`src/rtl/divisibility_pattern_gen.sv`:
```
// Stimulus source for the 4-bit divisibility indicator: walks Out through a mode-selected
// ascending sequence and presents the expected LED0/LED1 levels coherently with each value.
module divisibility_pattern_gen #(
    parameter int unsigned TICK_DIV = 100_000_000
) (
    input  logic       clk,
    input  logic       rst,
    input  logic       start,
    input  logic [1:0] mode,
    input  logic       auto,
    input  logic       step,
    output logic [3:0] Out,
    output logic       exp_led0,
    output logic       exp_led1,
    output logic       busy,
    output logic       done
);
    localparam int unsigned CNT_W = (TICK_DIV > 1) ? $clog2(TICK_DIV) : 1;
    localparam logic [CNT_W-1:0] CNT_LAST = CNT_W'(TICK_DIV - 1);

    typedef enum logic [1:0] {IDLE, RUN, DONE} state_t;

    state_t           state, state_next;
    logic [1:0]       seq_mode, seq_mode_next;
    logic [3:0]       value_next;
    logic [CNT_W-1:0] tick_cnt, tick_cnt_next;
    logic             step_q;
    logic             advance;

    function automatic logic [3:0] first_of(input logic [1:0] m);
        case (m)
            2'b01:   return 4'd3;
            2'b10:   return 4'd2;
            default: return 4'd0;
        endcase
    endfunction

    function automatic logic [3:0] last_of(input logic [1:0] m);
        case (m)
            2'b10:   return 4'd14;
            2'b11:   return 4'd13;
            default: return 4'd15;
        endcase
    endfunction

    function automatic logic [3:0] succ_of(input logic [1:0] m, input logic [3:0] v);
        case (m)
            2'b00: return v + 4'd1;
            2'b01: return v + 4'd3;
            2'b10: return v + 4'd2;
            default: begin
                // mode 11 visits only the values where both flags are clear
                case (v)
                    4'd0:    return 4'd1;
                    4'd1:    return 4'd5;
                    4'd5:    return 4'd7;
                    4'd7:    return 4'd11;
                    default: return 4'd13;
                endcase
            end
        endcase
    endfunction

    function automatic logic flag_mult3(input logic [3:0] v);
        return v inside {4'd3, 4'd6, 4'd9, 4'd12, 4'd15};
    endfunction

    function automatic logic flag_even(input logic [3:0] v);
        return (v != 4'd0) && !v[0];
    endfunction

    always_comb begin
        state_next    = state;
        seq_mode_next = seq_mode;
        value_next    = Out;
        tick_cnt_next = tick_cnt;
        advance       = auto ? (tick_cnt == CNT_LAST) : (step && !step_q);
        case (state)
            IDLE, DONE: begin
                if (start) begin
                    seq_mode_next = mode;
                    value_next    = first_of(mode);
                    tick_cnt_next = '0;
                    state_next    = RUN;
                end
            end
            RUN: begin
                tick_cnt_next = (tick_cnt == CNT_LAST) ? '0 : tick_cnt + 1'b1;
                if (advance) begin
                    if (Out == last_of(seq_mode)) state_next = DONE;
                    else                          value_next = succ_of(seq_mode, Out);
                end
            end
            default: state_next = IDLE;
        endcase
    end

    always_ff @(posedge clk) begin
        if (rst) begin
            state    <= IDLE;
            seq_mode <= '0;
            Out      <= '0;
            exp_led0 <= 1'b0;
            exp_led1 <= 1'b0;
            busy     <= 1'b0;
            done     <= 1'b0;
            tick_cnt <= '0;
            step_q   <= 1'b0;
        end else begin
            state    <= state_next;
            seq_mode <= seq_mode_next;
            Out      <= value_next;
            exp_led0 <= flag_mult3(value_next);
            exp_led1 <= flag_even(value_next);
            busy     <= (state_next == RUN);
            done     <= (state_next == DONE);
            tick_cnt <= tick_cnt_next;
            step_q   <= step;
        end
    end
endmodule

```
`config.mk`:
```
export PLATFORM = sky130hd
export DESIGN_NAME = divisibility_pattern_gen
export DESIGN_NICKNAME = d
export VERILOG_FILES = /design/src/rtl/divisibility_pattern_gen.sv
export SDC_FILE = /design/constraint.sdc
export NUM_CORES = 1
export LEC_CHECK = 0
export ABC_AREA = 1
export BUFFER_PORTS_ARGS = -buffer_cell sky130_fd_sc_hd__buf_2
export CORE_UTILIZATION = 60
export DETAILED_ROUTE_END_ITERATION = 7
export HOLD_SLACK_MARGIN = 0.1
export PLACE_DENSITY = 0.81
export RECOVER_POWER = 100
export SLEW_MARGIN = 0
export SYNTH_ARGS = -nofsm -noshare
export SYNTH_HDL_FRONTEND = slang
export SYNTH_SLANG_ARGS = --single-unit
export TNS_END_PERCENT = 20
```
`constraint.sdc`:
```
create_clock -name clk -period 3 [get_ports clk]
set_clock_uncertainty 0.2 [all_clocks]
set_input_delay 0.15 -clock clk [delete_from_list [all_inputs] [get_ports clk]]
set_output_delay 0.15 -clock clk [all_outputs]
set_load 0.05 [all_outputs]
```
# [Word level (Yosys, flattened, before mapping)]
# Index checks and enable logic that the tools add are counted.
# Widths: inputs -> output; s select.
[word_totals] reg_bits=40 latchBits=0 ram_bits=0 romBits=0 inputBits=7 out_inout_bits=8 memories=0
[classes] addsub=4 multipliers=0 div_mod_pow=0 n_lt_le_gt_ge=0 eq_ne=20 shift=0 muxes=18 bitwise=0 reduce_logical=13
[op_table] cell="$mux 27" n=2
[op_table] cell="$pmux 27 s2" n=1
[op_table] cell="$add 27x1->27 const B" n=1
[op_table] cell="$eq 27x27->1 const B" n=1
[op_table] cell="$mux 4" n=5
[op_table] cell="$pmux 4 s4" n=1
[op_table] cell="$eq 4x3->1 const B" n=3
[op_table] cell="$eq 4x4->1 const B" n=3
[op_table] cell="$pmux 2 s2" n=3
[op_table] cell="$pmux 4 s3" n=1
[op_table] cell="$eq 2x2->1 const B" n=5
[op_table] cell="$add 4x2->4 const B" n=2
[op_table] cell="$eq 2x1->1 const B" n=4
[op_table] cell="$pmux 4 s2" n=1
[op_table] cell="$mux 2" n=3
[op_table] cell="$reduce_bool 5->1" n=1
[op_table] cell="$add 4x1->4 const B" n=1
[op_table] cell="$eq 4x1->1 const B" n=1
[op_table] cell="$eq 4x2->1 const B" n=1
[op_table] cell="$eq 4x4->1" n=1
[op_table] cell="$logic_not 2->1" n=2
[op_table] cell="$logic_not 4->1" n=1
[op_table] cell="$reduce_and 2->1" n=2
[op_table] cell="$reduce_bool 4->1" n=1
[op_table] cell="6 further kinds" n=8

# [Longest topological paths before layout]
# Gate-level depths: netlist of run 1.
[logic_depth] word_depth=11 ltp_mapped=18 ltp_nobuf=18

# [Least setup slack after synthesis of run 1]
# OpenSTA, ideal clock, no wires.
[synth_timing] kind="register -> register" startpoint="register Out[1]" endpoint="register exp_led0" setup_time_ns=0.116 t_arrival_ns=2.032 setup_slack_ns=0.652 path_stages_with_launch=14 path_buffers=0 synth_period_minus_slack_ns=2.348 path_cell_list="dfxtp_1 -> fa_1 -> o211ai_1 -> nand2_1 -> nand2_1 -> nand2_1 -> nand3_1 -> nand2_2 -> clkinv_2 -> nand2_1 -> nand2_1 -> nand2_1 -> nand2_1 -> nor2_2"
[synth_between] elab_chain_len=8 elab_cells_between_ends=20 cone_classes="add/sub (3); eq/ne (9); mux (6); reduce/logical (2)"
[synth_rtl] element="start: declaration" line_no="12" text="output logic [3:0] Out,"
[synth_rtl] element="start signal: assignment" line_no="112" text="Out <= value_next;"
[synth_rtl] element="$eq 4x3->1 (tied with other cells)" line_no="53" text="case (v)"
[synth_rtl] element="$pmux 4 s4" line_no="53"
[synth_rtl] element="$pmux 4 s3" line_no="47" text="case (m)"
[synth_rtl] element="$mux 4" line_no="90" text="if (Out == last_of(seq_mode)) state_next = DONE;"
[synth_rtl] element="$mux 4" line_no="89" text="if (advance) begin"
[synth_rtl] element="$pmux 4 s2 (*)" line_no="78" text="case (state)"
[synth_rtl] element="$eq 4x2->1 (tied with other cells)" line_no="65" text="return v inside {4'd3, 4'd6, 4'd9, 4'd12, 4'd15};"
[synth_rtl] element="$reduce_bool 5->1 (*)" line_no="65"
[synth_rtl] element="end signal: assignment" line_no="113" text="exp_led0 <= flag_mult3(value_next);"
[synth_rtl] element="end: declaration" line_no="13" text="output logic exp_led0,"
# Every way passes the cells marked *; elsewhere a longest branch is shown, timed or not.
# A chain may end at the register's enable or synchronous reset.

# [Worst setup path in the final report of run 1]
[layout_timing] startpoint="input start" endpoint="register tick_cnt[24]"
[layout_between] elab_chain_len=2
[layout_rtl] element="start: declaration" line_no="8" text="input logic start,"
[layout_rtl] element="$ne 2x2->1 (no line)"
[layout_rtl] element="$reduce_and 2->1 (no line)"
[layout_rtl] element="end signal: assignment" line_no="117" text="tick_cnt <= tick_cnt_next;"
[layout_rtl] element="end: declaration" line_no="26" text="logic [CNT_W-1:0] tick_cnt, tick_cnt_next;"
# Every way passes these cells.

==> run_results.csv, run 1 <==
group,metric,value,unit
drt,via_per_inst,5.53,
status,status,"complete, no violations",
synth,mappedNetlistArea,0.00256,sq mm
worst_setup_path,critPathLaunchType,"primary input",
worst_hold_path,min_to,"Out[2]",
timing,post-route-period-util,86.9,%
worst_setup_path,reg2reg_to,"exp_led0",
global_routing,track_usage,28.4,%
floorplanning,coreArea,0.00406,sq mm
global_routing,overflow,0,
clocking,cts_buffer_depth,2,
floorplanning,pin_count,15,
drt,route.detailed.drc,0,
synth,yosys_warnings,0,
power,power_frac_comb,15.0,%
finish,drive_gt1_share,10.1,%
power,p_leak,1.07,nW
finish,filler_cell_count,365,
clocking,cts_max_level,2,
timing,rsz0062_at_grt,"no",
synth,syn_inst,396,
power,power_density,434,mW/mm^2
power,p_sw_share,29.5,%
global_routing,grt_pass1_vias,2242,
floorplanning,die_w,67.3,um
worst_setup_path,critical_path_arrival,2.59,ns
power,seq_power_share,47.1,%
power,internal_power,0.000840,W
worst_hold_path,holdPathStages,2,
timing,finalHoldViolCount,0,
finish,multi_input_area,0.00146,sq mm
placement,dp_hpwl,4.29,mm
floorplanning,dieHeight,67.3,um
drt,vias,2564,
floorplanning,rows,23,
clocking,cts-buffers-inserted,5,
clocking,insertion_delay,0.30,ns
timing,max_clock_freq,384,MHz
power,switchingPower,0.000351,W
worst_setup_path,r2r_setup_slack,0.48,ns
power,vdd_drop_max,0.265,mV
finish,area_growth,7.13,%
worst_setup_path,required,2.98,ns
global_routing,grt_max_degree,26,
worst_setup_path,r2r_start,"seq_mode[1]",
finish,nets,425,
drt,ant_nets,0,
worst_setup_path,setup.worst_path.class,"in2reg",
drt,firstDrtPassIters,5,
floorplanning,start_util,63.1,%
worst_setup_path,worst-path-max-fanout,21,
timing,slew_viol_final,0,
timing,worstMarginPinSlew,0.668,ns
finish,antenna_cells,0,
worst_hold_path,min_from,"rst",
clocking,clock_sinks,40,
timing,fin_ws,0.393,ns
global_routing,antenna_found_initial,0,
worst_setup_path,end_kind,"flop",
floorplanning,dieArea,0.00453,sq mm
synth,ys_seq_area_share,31.3,%
synth,synth.net_count,408,
placement,gp_congestion,0.923,
synth,synth_area_per_cell,6.47,sq um
drt,wire_per_inst,12.7,um
power,clockPowerShare,38.0,%
clocking,cts_tree,"built",
global_routing,grt_pass1_wl,9.70,mm
worst_setup_path,rr_worst_depth,16,
finish,seq_area,801,sq um
timing,setup_viol,0,
drt,wl,5.91,mm
clocking,cts-resized-gates,0,
timing,slew_headroom,55.4,%
job,maxCapViolations,0,
synth,ys_seq_elements,40,
timing,finalCriticalPeriod,2.61,ns
worst_hold_path,hold_path_class,"in2reg",
synth,synth_cell_types,39,
placement,place_ws,0.659,ns
clocking,cts-root-buf,"clkbuf_8",
timing,fin_setup_tns,0,ns
drt,drt-initial-drc-count,156,
clocking,clk_pin_slew,0.09,ns
placement,io_buffers,14,
-- what timing repair did --
action,4_1_cts,5_1_grt
hold endpoints to repair,5,0
hold buffers,5,0
buffers inserted,0,0
-- per-layer routing --
| layer | GRT usage [%] | vias to the layer above | wire [um] |
|---|---|---|---|
| li1 | - | 1319 | - |
| met1 | 36.6 | 1160 | 2750 |
| met2 | 47.0 | 75 | 2770 |
| met3 | 5.24 | 10 | 302 |
| met4 | 9.57 | 0 | 89 |
| met5 | 0 | - | 0 |
-- per-stage QoR --
step | area (sq um) | hold WS (ns) | power [W] | instances | util (%)
finish | 2740 | 0.0927 | 0.00119 | 464 | 67.6
global route | 2740 | 0.135 | 0.00124 | 464 | 67.6
floorplan | 2560 | 0.0747 | 0.000716 | 396 | -
global placement | 2650 | 0.191 | 0.000749 | 451 | 65.2
detailed placement | 2650 | 0.215 | 0.000753 | 451 | 65.2
CTS | 2810 | 0.100 | 0.00120 | 464 | 69.2
-- state kept, by name, summed over array words and instances, names as in the netlist, 2 cells and up --
| signal | cells |
|---|---|
| tick_cnt | 27 |
| Out | 4 |
| seq_mode | 2 |
| state | 2 |
-- cell type report --
class,count,area share (%)
Clock buffer,5,2.51
Clock inverter,3,1.55
Inverter,53,7.30
Multi-Input combinational cell,294,53.2
Sequential cell,40,29.2
Tap cell,50,2.28
Timing Repair Buffer,19,4.01
-- cells by family (layout without fill, tap and decap cells) --
logic type | Yosys count | after routing | synth area share (%)
buffers and inverters | 62 | 80 | 9.72
AOI/OAI and AO/OA | 71 | 71 | 15.7
xor gates and xnor gates | 4 | 4 | 1.37
and+or+nand+nor | 214 | 214 | 39.2
adders and majority gates | 5 | 5 | 2.74
DFF | 40 | 40 | 31.3
-- critical path, cell delays in order --
cell	delay, ns
dlygate4sd3_1	0.52
buf_2	0.10
inv_1	0.06
nor2_1	0.16
inv_1	0.14
nand2_1	0.33
inv_1	0.42
nor4b_1	0.38
nand3_1	0.13
xor2_1	0.16
nor2_1	0.05
-- worst max-delay path by stage --
stage                    to  slack [ns]         from
5_1_grt        tick_cnt[24]        0.23        start
3_3_place_gp       exp_led0        0.69  seq_mode[1]
3_5_place_dp       exp_led0        0.66  seq_mode[1]
2_1_floorplan      exp_led0        0.65       Out[1]
6_report       tick_cnt[24]        0.39        start
4_1_cts        tick_cnt[24]        0.63        start
-- placed cells by master (no fill, tap or decap), types with 4 or more instances in the layout --
cell           count
clkbuf_1           8
nand2_2            6
nor2_2             4
nor3_1             5
xor2_1             4
ha_1               4
dlygate4sd3_1      5
nor3_2             4
nand4_1            5
inv_2              9
nand2_1          101
a211oi_1           4
a21oi_1           35
clkbuf_8           5
nor2_1            48
nand3_1           32
buf_2              6
inv_1             42
dfxtp_1           40
o21ai_0           20
-- power by group through the flow --
stage          logic, W  registers (W)  clock network [W]
6_report       0.000178       0.000560           0.000452
5_1_grt        0.000200       0.000563           0.000476
4_1_cts        0.000187       0.000560           0.000458
3_5_place_dp   0.000180       0.000572                  0
3_3_place_gp   0.000177       0.000571                  0
2_1_floorplan  0.000128       0.000588                  0
-- synth_stat cells, drive strengths merged --
library cell	count	area [sq um]
a21o	1	7.51
or3	1	6.26
nand3b	1	7.51
nor2	54	240
dfxtp	40	801
nor4b	1	8.76
o211ai	2	15.0
clkbuf	3	11.3
nor3	9	65.1
o21bai	1	7.51
fa	1	20.0
a22oi	1	7.51
nand4	5	31.3
nand3	34	198
buf	6	37.5
a221oi	2	17.5
o31ai	2	15.0
inv	51	191
xor2	4	35.0
nand2	107	429
clkinv	2	8.75
a21oi	35	186
nor4	2	18.8
a211oi	4	30.0
ha	4	50.1
o21ai	23	115
(Power assumes the default switching activity.)
==> run 2, diff against run 1 <==
--- a/config.mk
+++ b/config.mk
@@ -7,10 +7,10 @@
 export LEC_CHECK = 0
 export ABC_AREA = 1
 export BUFFER_PORTS_ARGS = -buffer_cell sky130_fd_sc_hd__buf_2
-export CORE_UTILIZATION = 60
+export CORE_UTILIZATION = 58
 export DETAILED_ROUTE_END_ITERATION = 7
 export HOLD_SLACK_MARGIN = 0.1
-export PLACE_DENSITY = 0.81
+export PLACE_DENSITY = 0.78
 export RECOVER_POWER = 100
 export SLEW_MARGIN = 0
 export SYNTH_ARGS = -nofsm -noshare
==> run_results.csv, run 2 (synthesized netlist as in run 1, its figures left out) <==
group,metric,value,unit
floorplanning,dieArea,0.00469,sq mm
drt,firstDrtPassIters,4,
timing,max_clock_freq,397,MHz
timing,worstMarginPinSlew,0.603,ns
global_routing,antenna_found_initial,0,
worst_setup_path,critPathLaunchType,"flop",
placement,dp_hpwl,4.31,mm
worst_setup_path,required,2.96,ns
drt,via_per_inst,5.33,
placement,dpl_cell_area,0.00265,sq mm
power,vdd_drop_max,0.270,mV
clocking,clock_sinks,40,
timing,finalHoldViolCount,0,
floorplanning,pin_count,15,
clocking,cts_tree,"built",
timing,fin_setup_tns,0,ns
worst_hold_path,min_from,"rst",
global_routing,overflow,0,
timing,post-route-period-util,84.0,%
timing,rsz0062_at_grt,"no",
global_routing,grt_max_degree,26,
worst_hold_path,min_to,"Out[0]",
clocking,cts-root-buf,"clkbuf_8",
finish,mostFrequentLayoutCell,"nand2_1",
finish,mostFrequentLayoutCells,"nand2_1, nor2_1, inv_1, dfxtp_1, a21oi_1",
power,power_density,430,mW/mm^2
finish,antenna_cells,0,
power,p_leak,1.07,nW
global_routing,grt_pass1_vias,2161,
drt,drt-initial-drc-count,171,
global_routing,grt_pass1_wl,9.52,mm
finish,final_cell_count_no_fill,464,
drt,wl,5.98,mm
status,status,"complete, no violations",
placement,place_ws,0.625,ns
clocking,cts-buffers-inserted,5,
timing,slew_headroom,60.0,%
timing,finalCriticalPeriod,2.52,ns
worst_setup_path,critical_path_arrival,2.48,ns
global_routing,track_usage,27.7,%
clocking,insertion_delay,0.30,ns
finish,area_growth,7.23,%
timing,setup_viol,0,
placement,io_buffers,14,
finish,largestRegisters,"tick_cnt: 27 flops, Out: 4 flops",
floorplanning,die_w,68.5,um
floorplanning,coreArea,0.00412,sq mm
worst_setup_path,end_kind,"flop",
worst_setup_path,r2r_setup_slack,0.48,ns
placement,place_inst,451,
drt,wire_per_inst,12.9,um
placement,gp_congestion,0.911,
power,power.total,0.00118,W
finish,nets,425,
timing,fin_ws,0.480,ns
drt,ant_nets,0,
worst_setup_path,r2r_start,"tick_cnt[0]",
finish,largest_reg_flops,27,
finish,regMostFlops,"tick_cnt",
timing,slew_viol_final,0,
floorplanning,dieHeight,68.5,um
floorplanning,start_util,62.2,%
worst_hold_path,holdPathStages,2,
finish,fin_area,0.00275,sq mm
worst_setup_path,setup.worst_path.class,"reg2reg",
clocking,cts_buffer_depth,2,
worst_setup_path,rr_worst_depth,11,
drt,route.detailed.drc,0,
worst_setup_path,reg2reg_to,"tick_cnt[19]",
drt,vias,2475,
job,maxCapViolations,0,
finish,drive_gt1_share,10.4,%
clocking,clk_pin_slew,0.08,ns
worst_setup_path,worst-path-max-fanout,12,
clocking,post_cts_buffers,0,
clocking,cts_max_level,2,
worst_hold_path,hold_path_class,"in2reg",
clocking,cts-resized-gates,0,
floorplanning,rows,23,
## run 2: changes by cell type in the layout (fill, tap and decap cells not counted), sizes merged
cell      before  now
clkbuf        13   14
clkinvlp       1    0
## run 2: worst max-delay path, cell delays in order (launching register included)
cell	delay (ns)
dfxtp_1	0.38
ha_1	0.18
inv_1	0.07
nor2_1	0.15
nand2_1	0.15
nor2_1	0.26
nand2_1	0.10
nand2_1	0.31
inv_1	0.29
o21ai_0	0.15
a21o_1	0.10
a21oi_1	0.05
## run 2: through the flow
stage	util, %	hold slack [ns]
after floorplan	-	0.0747
after global placement	64.3	0.197
after detailed placement	64.3	0.208
after CTS	68.1	0.101
after global routing	66.7	0.141
final	66.7	0.101
## run 2: how the worst max path moves through the flow
| stage | startpoint | end | depth (start not counted) |
|---|---|---|---|
| finish | tick_cnt[0] | tick_cnt[19] | 11 |
| global route | tick_cnt[0] | exp_led0 | 14 |
| CTS | start | tick_cnt[24] | 11 |
| detailed placement | state[0] | tick_cnt[24] | 9 |
| global placement | state[0] | tick_cnt[24] | 9 |
| floorplan | Out[1] | exp_led0 | 13 |
## run 2: layout make-up
type,instances,area [sq um]
clock buffer,6,72.6
timing repair buffer,19,110
inverter,53,200
fill,392,1370
multi-input combinational,294,1470
tap,50,62.6
sequential,40,801
clock inverter,2,35.0
## run 2: where the power goes
part	switching [W]	leakage, nW	internal [W]	total, W
Combinational	0.000130	0.693	0.0000509	0.000181
Sequential	0.0000171	0.324	0.000543	0.000560
Clock	0.000193	0.0552	0.000247	0.000440
Total	0.000340	1.07	0.000841	0.00118
## run 2: timing repair
item                                    in CTS  in global routing
endpoints found under the setup margin       0                  0
endpoints found under the hold margin        5                  0
hold buffers                                 5                  0
## run 2: layer usage
layer / GRT usage [%] / part of all wire (%)
met3: 5.00 / 4.3
met1: 36.1 / 48
met2: 45.5 / 47
met5: 0 / 0
met4: 9.11 / 1.3
